`config.mk`:
```
export PLATFORM = sky130hd
export DESIGN_NAME = mem_stage_lsu
export DESIGN_NICKNAME = d
export VERILOG_FILES = /design/src/rtl/mem_stage_lsu.sv
export SDC_FILE = /design/constraint.sdc
export NUM_CORES = 1
export LEC_CHECK = 0
export ABC_AREA = 0
export CAP_MARGIN = 25
export CELL_PAD_IN_SITES_DETAIL_PLACEMENT = 2
export CELL_PAD_IN_SITES_GLOBAL_PLACEMENT = 2
export CORE_MARGIN = 2
export CORE_UTILIZATION = 24
export CTS_CLUSTER_DIAMETER = 50
export DETAILED_ROUTE_END_ITERATION = 12
export GPL_TIMING_DRIVEN = 0
export PLACE_DENSITY_LB_ADDON = 0.1
export SYNTH_ARGS = -nofsm -noshare
export SYNTH_HDL_FRONTEND = slang
export SYNTH_SLANG_ARGS = --single-unit
```
`constraint.sdc`:
```
create_clock -name clk -period 2.6 [get_ports clk]
set_input_delay 0.78 -clock clk [delete_from_list [all_inputs] [get_ports clk]]
set_output_delay 0.78 -clock clk [all_outputs]
set_load 0.02 [all_outputs]
```
`src/rtl/mem_stage_lsu.sv`:
```
// mem_stage_lsu
//
// MEM-stage load/store unit. Converts the EX/MEM load/store controls into a
// single req/ack transaction on the data memory, builds byte enables and
// lane-replicated store data (with the RS2 forward from writeback applied),
// and formats the returned word into a sign/zero-extended read_data value
// for the MEM/WB writeback select. The pipeline is stalled while an access
// is pending.
//
// Ports:
//   clk, rst               : clock (rising edge), synchronous active-high reset
//   ex_mem_memread/write   : load / store request (write wins if both set)
//   ex_mem_funct3          : 000 B, 001 H, 010 W, 100 BU, 101 HU (others = W)
//   ex_mem_result          : byte address from the ALU
//   ex_mem_output_data_2   : RS2 store data from EX/MEM
//   ex_mem_FWD_RS2         : 2'b01 selects wb_write_data as store data
//   wb_write_data          : current writeback-stage data
//   dmem_req/we/addr/wdata/be : registered memory request, held until ack
//   dmem_rdata, dmem_ack   : memory response (one-cycle ack)
//   read_data              : formatted load data for writeback
//   mem_stall              : freeze IF..EX/MEM registers
//   misaligned             : one-cycle pulse on an alignment fault
//   timeout_err            : sticky flag, access aborted after MAX_WAIT cycles

module mem_stage_lsu #(
    parameter int MAX_WAIT = 16
) (
    input  logic        clk,
    input  logic        rst,
    input  logic        ex_mem_memread,
    input  logic        ex_mem_memwrite,
    input  logic [2:0]  ex_mem_funct3,
    input  logic [31:0] ex_mem_result,
    input  logic [31:0] ex_mem_output_data_2,
    input  logic [1:0]  ex_mem_FWD_RS2,
    input  logic [31:0] wb_write_data,
    output logic        dmem_req,
    output logic        dmem_we,
    output logic [31:0] dmem_addr,
    output logic [31:0] dmem_wdata,
    output logic [3:0]  dmem_be,
    input  logic [31:0] dmem_rdata,
    input  logic        dmem_ack,
    output logic [31:0] read_data,
    output logic        mem_stall,
    output logic        misaligned,
    output logic        timeout_err
);

    localparam int CW = $clog2(MAX_WAIT + 1);

    typedef enum logic [1:0] {
        IDLE   = 2'd0,
        ACCESS = 2'd1,
        DONE   = 2'd2
    } state_t;

    state_t         state_q, state_d;
    logic [CW-1:0]  wait_cnt_q, wait_cnt_d;
    logic           dmem_req_q, dmem_req_d;
    logic           dmem_we_q, dmem_we_d;
    logic [31:0]    dmem_addr_q, dmem_addr_d;
    logic [31:0]    dmem_wdata_q, dmem_wdata_d;
    logic [3:0]     dmem_be_q, dmem_be_d;
    logic [1:0]     addr_lo_q, addr_lo_d;
    logic [2:0]     funct3_q, funct3_d;
    logic [31:0]    read_data_q, read_data_d;
    logic           misaligned_q, misaligned_d;
    logic           timeout_q, timeout_d;

    // ------------------------------------------------------------------
    // Request decode (EX/MEM side)
    // ------------------------------------------------------------------
    logic        is_req;
    logic        size_b;
    logic        size_h;
    logic        aligned;
    logic [31:0] store_src;
    logic [3:0]  be_new;
    logic [31:0] wdata_new;

    assign is_req    = ex_mem_memread | ex_mem_memwrite;
    // funct3[2] only carries signedness; any encoding that is neither a
    // byte nor a half access is handled as a full word.
    assign size_b    = (ex_mem_funct3 == 3'b000) || (ex_mem_funct3 == 3'b100);
    assign size_h    = (ex_mem_funct3 == 3'b001) || (ex_mem_funct3 == 3'b101);
    assign aligned   = size_b ? 1'b1 :
                       size_h ? ~ex_mem_result[0] :
                                (ex_mem_result[1:0] == 2'b00);
    assign store_src = (ex_mem_FWD_RS2 == 2'b01) ? wb_write_data : ex_mem_output_data_2;

    always_comb begin
        if (size_b) begin
            be_new = 4'b0001 << ex_mem_result[1:0];
        end else if (size_h) begin
            be_new = ex_mem_result[1] ? 4'b1100 : 4'b0011;
        end else begin
            be_new = 4'b1111;
        end
    end

    // Replicate the low byte/half across every lane so the memory only has
    // to honour the byte enables.
    for (genvar gi = 0; gi < 4; gi++) begin : g_wlane
        assign wdata_new[8*gi +: 8] = size_b ? store_src[7:0] :
                                      size_h ? store_src[8*(gi%2) +: 8] :
                                               store_src[8*gi +: 8];
    end

    // ------------------------------------------------------------------
    // Load formatting, driven from the latched address/size
    // ------------------------------------------------------------------
    logic [7:0]  ld_byte;
    logic [15:0] ld_half;
    logic [31:0] ld_fmt;

    always_comb begin
        ld_byte = dmem_rdata[8*addr_lo_q +: 8];
        ld_half = addr_lo_q[1] ? dmem_rdata[31:16] : dmem_rdata[15:0];
        case (funct3_q)
            3'b000:  ld_fmt = {{24{ld_byte[7]}}, ld_byte};
            3'b100:  ld_fmt = {24'h0, ld_byte};
            3'b001:  ld_fmt = {{16{ld_half[15]}}, ld_half};
            3'b101:  ld_fmt = {16'h0, ld_half};
            default: ld_fmt = dmem_rdata;
        endcase
    end

    // ------------------------------------------------------------------
    // Next-state logic
    // ------------------------------------------------------------------
    always_comb begin
        state_d      = state_q;
        wait_cnt_d   = wait_cnt_q;
        dmem_req_d   = dmem_req_q;
        dmem_we_d    = dmem_we_q;
        dmem_addr_d  = dmem_addr_q;
        dmem_wdata_d = dmem_wdata_q;
        dmem_be_d    = dmem_be_q;
        addr_lo_d    = addr_lo_q;
        funct3_d     = funct3_q;
        read_data_d  = read_data_q;
        misaligned_d = 1'b0;
        timeout_d    = timeout_q;

        case (state_q)
            IDLE: begin
                if (is_req) begin
                    if (aligned) begin
                        dmem_req_d   = 1'b1;
                        dmem_we_d    = ex_mem_memwrite;
                        dmem_addr_d  = {ex_mem_result[31:2], 2'b00};
                        dmem_wdata_d = wdata_new;
                        dmem_be_d    = be_new;
                        addr_lo_d    = ex_mem_result[1:0];
                        funct3_d     = ex_mem_funct3;
                        wait_cnt_d   = '0;
                        state_d      = ACCESS;
                    end else begin
                        // Fault: no memory traffic; flag is visible in DONE.
                        misaligned_d = 1'b1;
                        state_d      = DONE;
                    end
                end
            end

            ACCESS: begin
                if (dmem_ack) begin
                    dmem_req_d = 1'b0;
                    wait_cnt_d = '0;
                    if (!dmem_we_q) begin
                        read_data_d = ld_fmt;
                    end
                    state_d = DONE;
                end else if (wait_cnt_q == CW'(MAX_WAIT - 1)) begin
                    // This cycle is the MAX_WAIT-th without an ack: abort.
                    dmem_req_d = 1'b0;
                    wait_cnt_d = '0;
                    timeout_d  = 1'b1;
                    if (!dmem_we_q) begin
                        read_data_d = 32'h0;
                    end
                    state_d = DONE;
                end else begin
                    wait_cnt_d = wait_cnt_q + CW'(1);
                end
            end

            DONE: begin
                // The pipeline advances at the end of this cycle, so the
                // entry just serviced is never seen again in IDLE.
                state_d = IDLE;
            end

            default: begin
                state_d    = IDLE;
                dmem_req_d = 1'b0;
            end
        endcase
    end

    always_ff @(posedge clk) begin
        if (rst) begin
            state_q      <= IDLE;
            wait_cnt_q   <= '0;
            dmem_req_q   <= 1'b0;
            dmem_we_q    <= 1'b0;
            dmem_addr_q  <= 32'h0;
            dmem_wdata_q <= 32'h0;
            dmem_be_q    <= 4'h0;
            addr_lo_q    <= 2'b00;
            funct3_q     <= 3'b000;
            read_data_q  <= 32'h0;
            misaligned_q <= 1'b0;
            timeout_q    <= 1'b0;
        end else begin
            state_q      <= state_d;
            wait_cnt_q   <= wait_cnt_d;
            dmem_req_q   <= dmem_req_d;
            dmem_we_q    <= dmem_we_d;
            dmem_addr_q  <= dmem_addr_d;
            dmem_wdata_q <= dmem_wdata_d;
            dmem_be_q    <= dmem_be_d;
            addr_lo_q    <= addr_lo_d;
            funct3_q     <= funct3_d;
            read_data_q  <= read_data_d;
            misaligned_q <= misaligned_d;
            timeout_q    <= timeout_d;
        end
    end

    assign mem_stall   = ((state_q == IDLE) && is_req && aligned) || (state_q == ACCESS);
    assign dmem_req    = dmem_req_q;
    assign dmem_we     = dmem_we_q;
    assign dmem_addr   = dmem_addr_q;
    assign dmem_wdata  = dmem_wdata_q;
    assign dmem_be     = dmem_be_q;
    assign read_data   = read_data_q;
    assign misaligned  = misaligned_q;
    assign timeout_err = timeout_q;

endmodule

```
After elaboration in Yosys (flattened, before gate mapping)
Cells that the tools add are included.

cells by class
  shifts and indexed selects = 2
  magnitude comparators = 0
  divide/modulo/power cells = 0
  equal/unequal tests = 13
  bitwise operators = 7
  reduce and logical (&&, ||, !) cells = 18
  multiply operators = 0
  multiplexer cells = 33
  add/sub/neg operators = 1

operators by type and width
  operator                                                                count
  32-bit 2-to-1 mux                                                       5
  32-bit one-hot mux with 4 select lines                                  1
  8-bit 2-to-1 mux                                                        5
  32-bit by 6-bit variable part select with 8-bit output                  1
  5-bit 2-to-1 mux                                                        4
  16-bit 2-to-1 mux                                                       1
  3-bit equality test (second input constant)                             4
  4-bit 2-to-1 mux                                                        3
  3-bit AND reduction                                                     4
  5-bit one-hot mux with 2 select lines                                   1
  2-bit 2-to-1 mux                                                        4
  1-bit 2-to-1 mux                                                        7
  3-bit by 1-bit equality test with 1-bit output (second input constant)  2
  3-bit zero test                                                         2
  1-bit inverter                                                          6
  5-bit by 1-bit adder with 5-bit output (second input constant)          1
  5-bit by 4-bit equality test with 1-bit output (second input constant)  1
  2-bit by 1-bit equality test with 1-bit output (second input constant)  2
  2-bit zero test                                                         2
  2-bit != test (second input constant)                                   2
  2-bit one-hot mux with 2 select lines                                   1
  4-bit AND reduction                                                     1
  2-bit nonzero test                                                      2
  1-bit by 2-bit << shifter with 4-bit output (first input constant)      1
  other kinds (8)                                                         11

word-level totals
  register bits after elaboration = 114
  bits in read-only memories = 0
  memories = 0
  latch bits = 0
  memory bits (writable) = 0
  logic and storage cells = 86

Logic depth before layout (Yosys ltp)
Gate-level depths: netlist of run 1.

  depth in word-level cells = 7
  mapped depth = 7
  gate-level depth less buffers = 5

Worst setup path after synthesis of run 1
OpenSTA, ideal clock, no wires.

  kind = input port to output port
  start = input ex_mem_result[0]
  end = output mem_stall
  setup slack = 0.103 ns
  stages = 4
  data arrival time = 1.717 ns
  path buffers = 1
  data required time = 1.820 ns
  path through = buf_2 -> and2_1 -> o41a_1 -> inv_1

between the ends
  cells in the longest elaborated chain, start to end = 5
  elaborated cells on any way between the ends = 6

ends and longest elaborated chain
  item                                               line    RTL
  start, declared                                    33      input logic [31:0] ex_mem_result,
  2-bit zero test or 1-bit inverter (tied branches)  89, 88
  1-bit 2-to-1 mux *                                 88      size_h ? ~ex_mem_result[0] :
  1-bit 2-to-1 mux *                                 87      assign aligned = size_b ? 1'b1 :
  1-bit logical AND *                                232     assign mem_stall = ((state_q == IDLE) && is_req && aligned) || (state_q == ACCESS);
  1-bit logical OR *                                 232
  end, declared                                      45      output logic mem_stall,

Every way passes the cells marked *; elsewhere a longest branch is shown, timed or not.

Worst setup path after layout of run 1
  start = input ex_mem_funct3[1]
  end = output mem_stall

between the ends
  cells in the longest elaborated chain, start to end = 6
  elaborated cells on any way between the ends = 10

ends and longest elaborated chain
  item                                                                                   line  RTL
  start, declared                                                                        32    input logic [2:0] ex_mem_funct3,
  3-bit by 1-bit equality test with 1-bit output or 3-bit equality test (tied branches)  86    assign size_h = (ex_mem_funct3 == 3'b001) || (ex_mem_funct3 == 3'b101);
  1-bit logical OR                                                                       86
  1-bit 2-to-1 mux                                                                       88
  1-bit 2-to-1 mux *                                                                     87
  1-bit logical AND *                                                                    232
  1-bit logical OR *                                                                     232

Marked as above.

==> impl_metrics.py, run 1 <==
metrics = {
    "outcome": {
        "outcome": "finished, final reports clean",
    },
    "setup_path": {
        "startpoint_type": "input pin",
        "cp_cell_sequence": "clkdlybuf4s15_2 -> o21a_1 -> o41a_1 -> inv_1 -> buf_4",
        "arrival_ps": 1770,
        "cp_max_fo": 5,
        "critPathSlowestCell": "o41a_1",
        "critical_path_class": "input pin to output port",
        "critPathMaxStageDelay_ps": 420,
        "required_ps": 1820,
        "endpoint_kind": "output port",
    },
    "final_layout": {
        "area.growth.synth_to_final_pct": 60.7,
        "final_cell_mix": "clkdlybuf4s50_1 (233), dfxtp_1 (114), nand2_1 (108)",
        "num-nets-final": 993,
        "mostFrequentLayoutCell": "clkdlybuf4s50_1",
        "n_antenna_cell": 0,
        "layout-drive-gt1-share_pct": 13.1,
        "final_util_pct": 39.2,
    },
    "yosys": {
        "syn_area_mm2": 0.00550,
        "ys_seq_elements": 114,
        "yosysTopAreaCellShare_pct": 41.5,
        "avgSynthCellArea_um2": 9.25,
        "ys_seq_area_share_pct": 41.5,
        "synth_cell_type_count": 52,
        "ys.flop_type": "dfxtp_1",
        "async_flop_share_pct": 0,
        "synth_top_cell_by_area": "dfxtp_1",
        "synth_edf_count": 0,
        "syn_inst": 595,
        "ys_top_cells_by_area": "dfxtp_1 (41%), mux4_2 (9.8%), nand2_1 (7.4%)",
        "ys_warn_count": 0,
    },
    "timing": {
        "slew_headroom_pct": 43.2,
        "post-route-period-util_pct": 98.1,
        "finalHoldViolCount": 0,
        "max_freq_mhz": 392,
        "drv_slew": 0,
        "finClkSkew_ps": 11.5,
        "fin_crit_ps": 2550,
        "tns_ps": 0,
        "whs_ps": 454,
        "rsz0062_at_grt": "false",
        "tightest_slew_ps": 849,
        "setup_viol": 0,
    },
    "floorplanning": {
        "core_area_mm2": 0.0226,
        "dieWidth_um": 155,
        "die_area_mm2": 0.0242,
        "die_h_um": 155,
        "rows": 55,
        "pin_count": 243,
        "start_util_pct": 24.4,
    },
    "worst_hold_path": {
        "hold_class": "flip-flop to flip-flop",
    },
    "clocking": {
        "cts_tree": "built",
        "cts_hold_buf": 0,
        "clock-root-buffer": "clkbuf_16",
        "h-tree-depth": 4,
        "clk_latency_ps": 420,
        "clk_pin_slew_ps": 50,
        "cts-buffers-inserted": 17,
        "cts_sinks": 114,
        "cts_buffer_depth": 2,
    },
    "global_route": {
        "grt_pass1_wl_um": 36200,
        "grt_max_degree": 17,
        "antenna_found_initial": 1,
        "grtUsageTotal_pct": 19.5,
        "grt-ovfl-total": 0,
        "grt_pass1_vias": 6420,
    },
    "job": {
        "cap_violations": 0,
    },
    "power_and_ir_drop": {
        "p_per_area_mw_per_mm2": 625,
        "total_power_mw": 5.53,
        "leakagePower_nw": 3.22,
        "vdd_drop_max_mv": 0.426,
    },
    "drt": {
        "ant_nets": 0,
        "num_vias": 5643,
        "drt_pass1_iterations": 4,
        "wl_um": 23600,
        "wl_met1_um": 9360,
        "met2WireLength_um": 12500,
        "top_layer_used": "met5",
        "viasPerCell": 4.90,
        "drc": 0,
        "drt_iter0_markers": 201,
        "wl_met3_um": 1470,
        "wl_per_cell_um": 20.5,
    },
    "placement": {
        "gp_congestion": 0.794,
        "place_hpwl_um": 18800,
        "port_buffers": 237,
    },
}
Yosys cell counts, drive strengths merged (6+ instances only):
master   number
inv           7
o21ai        14
dfxtp       114
nor2b         9
buf          34
mux4         24
nor2         38
a22o         17
mux2i        18
nor3          8
mux2         12
a32o          6
clkbuf       17
o2bb2ai       6
a211oi       21
nand2b       25
nand2       108
a21oi        67
cell families after synthesis:
| kind of cell | Yosys count | share of synthesized area, % |
|---|---|---|
| AND/OR/NAND/NOR | 206 | 17.3 |
| flip-flops | 114 | 41.5 |
| adder cells (fa/ha/maj) | 1 | 0.227 |
| AO/OA/AOI/OAI | 161 | 19.6 |
| multiplexers | 54 | 15.6 |
| buffers and inverters | 58 | 5.75 |
| other | 1 | 0.0682 |
sequential cells by signal (all words and copies together), names as in the netlist:
signal,flops
addr_lo_q,2
dmem_addr,30
dmem_be,4
dmem_req,1
dmem_wdata,32
dmem_we,1
funct3_q,3
misaligned,1
read_data,32
state_q,2
timeout_err,1
wait_cnt_q,5
worst max-delay path: cells and delay by family:
kind / cells / cell delay [ps]
AO/OA/AOI/OAI: 2 / 550
buffers and inverters: 3 / 440
layout make-up:
class                      instances  area (um^2)
buffer                            51          294
clock buffer                      17          425
clock inverter                    15          151
fill                            2466        13700
inverter                           7         26.3
multi-input combinational        424         2920
sequential                       114         2280
tap                              285          357
timing repair buffer             239         2380
power by group:
part,leakage [nW],internal (mW),switching [mW]
Clock,0.278,1.34,0.954
Combinational,2.01,0.629,0.656
Sequential,0.931,1.87,0.0805
final timing paths:
check	from	to	slack, ps	depth (start not counted)
min reg2reg	read_data[13]	read_data[13]	450	1
max	ex_mem_funct3[1]	mem_stall	50	5
max reg2reg	wait_cnt_q[0]	read_data[26]	470	6
min	read_data[13]	read_data[13]	450	1
metal layers:
layer | up-vias | global-route usage, %
met5 | - | 0
met4 | 2 | 4.41
met1 | 2806 | 21.2
met2 | 161 | 36.7
li1 | 2659 | -
met3 | 15 | 6.18
through the flow:
stage | cells | cell area (um^2) | setup slack [ps]
5_1_grt | 1152 | 8840 | 11.8
2_1_floorplan | 596 | 5510 | 103
3_5_place_dp | 1118 | 8230 | -813
4_1_cts | 1152 | 8830 | 6.51
6_report | 1152 | 8840 | 49.9
3_3_place_gp | 1118 | 8230 | -792
timing repair:
| action | 4_1_cts | 5_1_grt |
|---|---|---|
| buffers inserted | 2 | 0 |
| pin swaps | 1 | 1 |
| endpoints found under the setup margin | 1 | 3 |
| gates resized for setup | 13 | 3 |
Power figures use the tool's default switching activity.
==> inputs of run 2 (changes only) <==
CELL_PAD_IN_SITES_DETAIL_PLACEMENT = 0   (was 2)
CELL_PAD_IN_SITES_GLOBAL_PLACEMENT = 1   (was 2)
CORE_UTILIZATION = 29   (was 24)
SLEW_MARGIN = 20   (was unset)
==> run 2 against run 1 <==
Against the previous run: sequential power barely moved; sequential share of layout area rose by 0.28 points; global-route usage is 0.66 points higher; routed wire length down 14%; die area decreased by 17%; core utilization rose by 7.7 points; combinational power about the same; flip-flop and latch count is the same; setup slack worse by 17 ps; register-to-register slack better by 60 ps; non-clock buffer count decreased by 1; critical endpoint unchanged.
==> impl_metrics.py, run 2 (synthesis gave the netlist of run 1 again) <==
metrics = {
    "setup_path": {
        "cp_cell_sequence": "clkbuf_2 -> and2_4 -> o41a_1 -> inv_1 -> buf_4",
        "critPathSlowestCell": "o41a_1",
        "arrival_ps": 1790,
        "cp_max_fo": 6,
        "critPathMaxStageDelay_ps": 440,
        "startpoint_type": "input pin",
        "crit_family": "compound AO/OA/AOI/OAI gates",
        "required_ps": 1820,
        "critical_path_buf_inv_count": 3,
        "endpoint_kind": "output port",
        "critical_path_class": "input pin to output port",
    },
    "floorplanning": {
        "die_area_mm2": 0.0201,
        "pin_count": 243,
        "rows": 50,
        "core_area_mm2": 0.0186,
        "die_h_um": 142,
        "start_util_pct": 29.5,
        "dieWidth_um": 142,
    },
    "timing": {
        "drv_slew": 0,
        "fin_crit_ps": 2570,
        "rsz0062_at_grt": "false",
        "tightest_slew_ps": 707,
        "whs_ps": 451,
        "setup_viol": 0,
        "max_freq_mhz": 390,
        "finalHoldViolCount": 0,
        "post-route-period-util_pct": 98.7,
        "finClkSkew_ps": 8.96,
        "slew_headroom_pct": 52.9,
    },
    "drt": {
        "wl_per_cell_um": 18.4,
        "drc": 0,
        "num_vias": 5561,
        "viasPerCell": 5.06,
        "drt_pass1_iterations": 5,
        "wl_um": 20300,
        "ant_nets": 0,
        "drt_iter0_markers": 251,
    },
    "clocking": {
        "h-tree-depth": 4,
        "cts-buffers-inserted": 17,
        "cts_tree": "built",
        "clk_pin_slew_ps": 60,
        "cts_sinks": 114,
        "clk_latency_ps": 420,
        "clock-root-buffer": "clkbuf_16",
        "cts_buffer_depth": 2,
        "cts_hold_buf": 0,
    },
    "placement": {
        "gp_congestion": 0.853,
        "place_hpwl_um": 16000,
        "port_buffers": 237,
    },
    "final_layout": {
        "final_util_pct": 46.9,
        "n_antenna_cell": 0,
        "mostFrequentLayoutCell": "clkdlybuf4s50_1",
        "num-nets-final": 992,
        "layout-drive-gt1-share_pct": 12.8,
        "final_cell_mix": "clkdlybuf4s50_1 (233), dfxtp_1 (114), nand2_1 (108)",
        "area.growth.synth_to_final_pct": 58.9,
    },
    "global_route": {
        "grt_busiest_layer": "met2",
        "met3_usage_pct": 6.58,
        "grt_pass1_wl_um": 30800,
        "use_met2_pct": 35.7,
        "grt_max_degree": 17,
        "grt_pass1_vias": 5655,
        "grt-ovfl-total": 0,
        "met1_usage_pct": 23.1,
        "grtUsageTotal_pct": 20.2,
        "antenna_found_initial": 0,
    },
    "outcome": {
        "outcome": "finished, final reports clean",
    },
    "power_and_ir_drop": {
        "p_per_area_mw_per_mm2": 618,
        "leakagePower_nw": 3.19,
        "vdd_drop_max_mv": 0.415,
    },
    "worst_hold_path": {
        "hold_class": "flip-flop to flip-flop",
    },
    "job": {
        "cap_violations": 0,
    },
}
[run 2: cell types whose count changed in the layout (fill, tap and decap cells not counted)]
cell,previous run,this run
inv_8,2,0
a32oi_2,1,0
a32oi_1,1,2
inv_6,3,2
clkinvlp_4,2,5
buf_4,10,8
clkbuf_1,16,17
clkbuf_2,0,1
clkinv_4,6,5
[run 2: area by class of cell]
type                       instances  area [um^2]
fill                            1818         9900
multi-input combinational        424         2910
timing repair buffer             238         2380
sequential                       114         2280
clock buffer                      18          429
tap                              234          293
buffer                            51          292
clock inverter                    14          134
inverter                           7         26.3
[run 2: what timing repair did]
item,4_1_cts,5_1_grt
pin swaps,1,0
gates cloned,0,0
gates resized for setup,12,1
buffers inserted,1,0
endpoints found under the hold margin,0,0
setup endpoints to repair,1,1
[run 2: worst paths after layout]
path	start	end	slack (ps)	depth (start not counted)
setup / recovery	ex_mem_funct3[0]	mem_stall	30	5
hold / removal	dmem_addr[22]	dmem_addr[22]	450	2
setup reg to reg	wait_cnt_q[0]	read_data[30]	530	6
hold reg to reg	dmem_addr[22]	dmem_addr[22]	450	2
[run 2: through the flow]
stage / setup WS [ps] / TNS [ps] / area [um^2] / cells / power, mW
6_report: 33.2 / 0 / 8740 / 1100 / 5.41
5_1_grt: 4.20 / 0 / 8740 / 1100 / 5.66
4_1_cts: 9.88 / 0 / 8740 / 1100 / 5.46
3_5_place_dp: -853 / -6890 / 8170 / 1067 / 3.24
3_3_place_gp: -864 / -6190 / 8170 / 1067 / 3.22
2_1_floorplan: 103 / 0 / 5510 / 596 / 2.61
[run 2: power breakdown]
group,internal (mW),switching (mW)
clock,1.32,0.889
sequential,1.87,0.0741
combinational,0.626,0.629
total,3.81,1.59
[run 2: worst min-delay path, delay by kind of cell, from the launching register on]
family	cells	cell delay, ps
AND/OR/NAND/NOR	1	50
AO/OA/AOI/OAI	1	50
flip-flops	1	300
[run 2: per-layer routing]
metal | share of wire (%) | vias up
li1 | - | 2661
met1 | 40 | 2648
met2 | 51 | 226
met3 | 7.3 | 26
met4 | 1.8 | 0
met5 | 0 | -
==> inputs of run 3 (changes only) <==
CAP_MARGIN = unset   (was 25)
CTS_CLUSTER_DIAMETER = 40   (was 50)
==> results of run 3 <==
No change in the layout: final DEF, timing and power equal those of run 2.
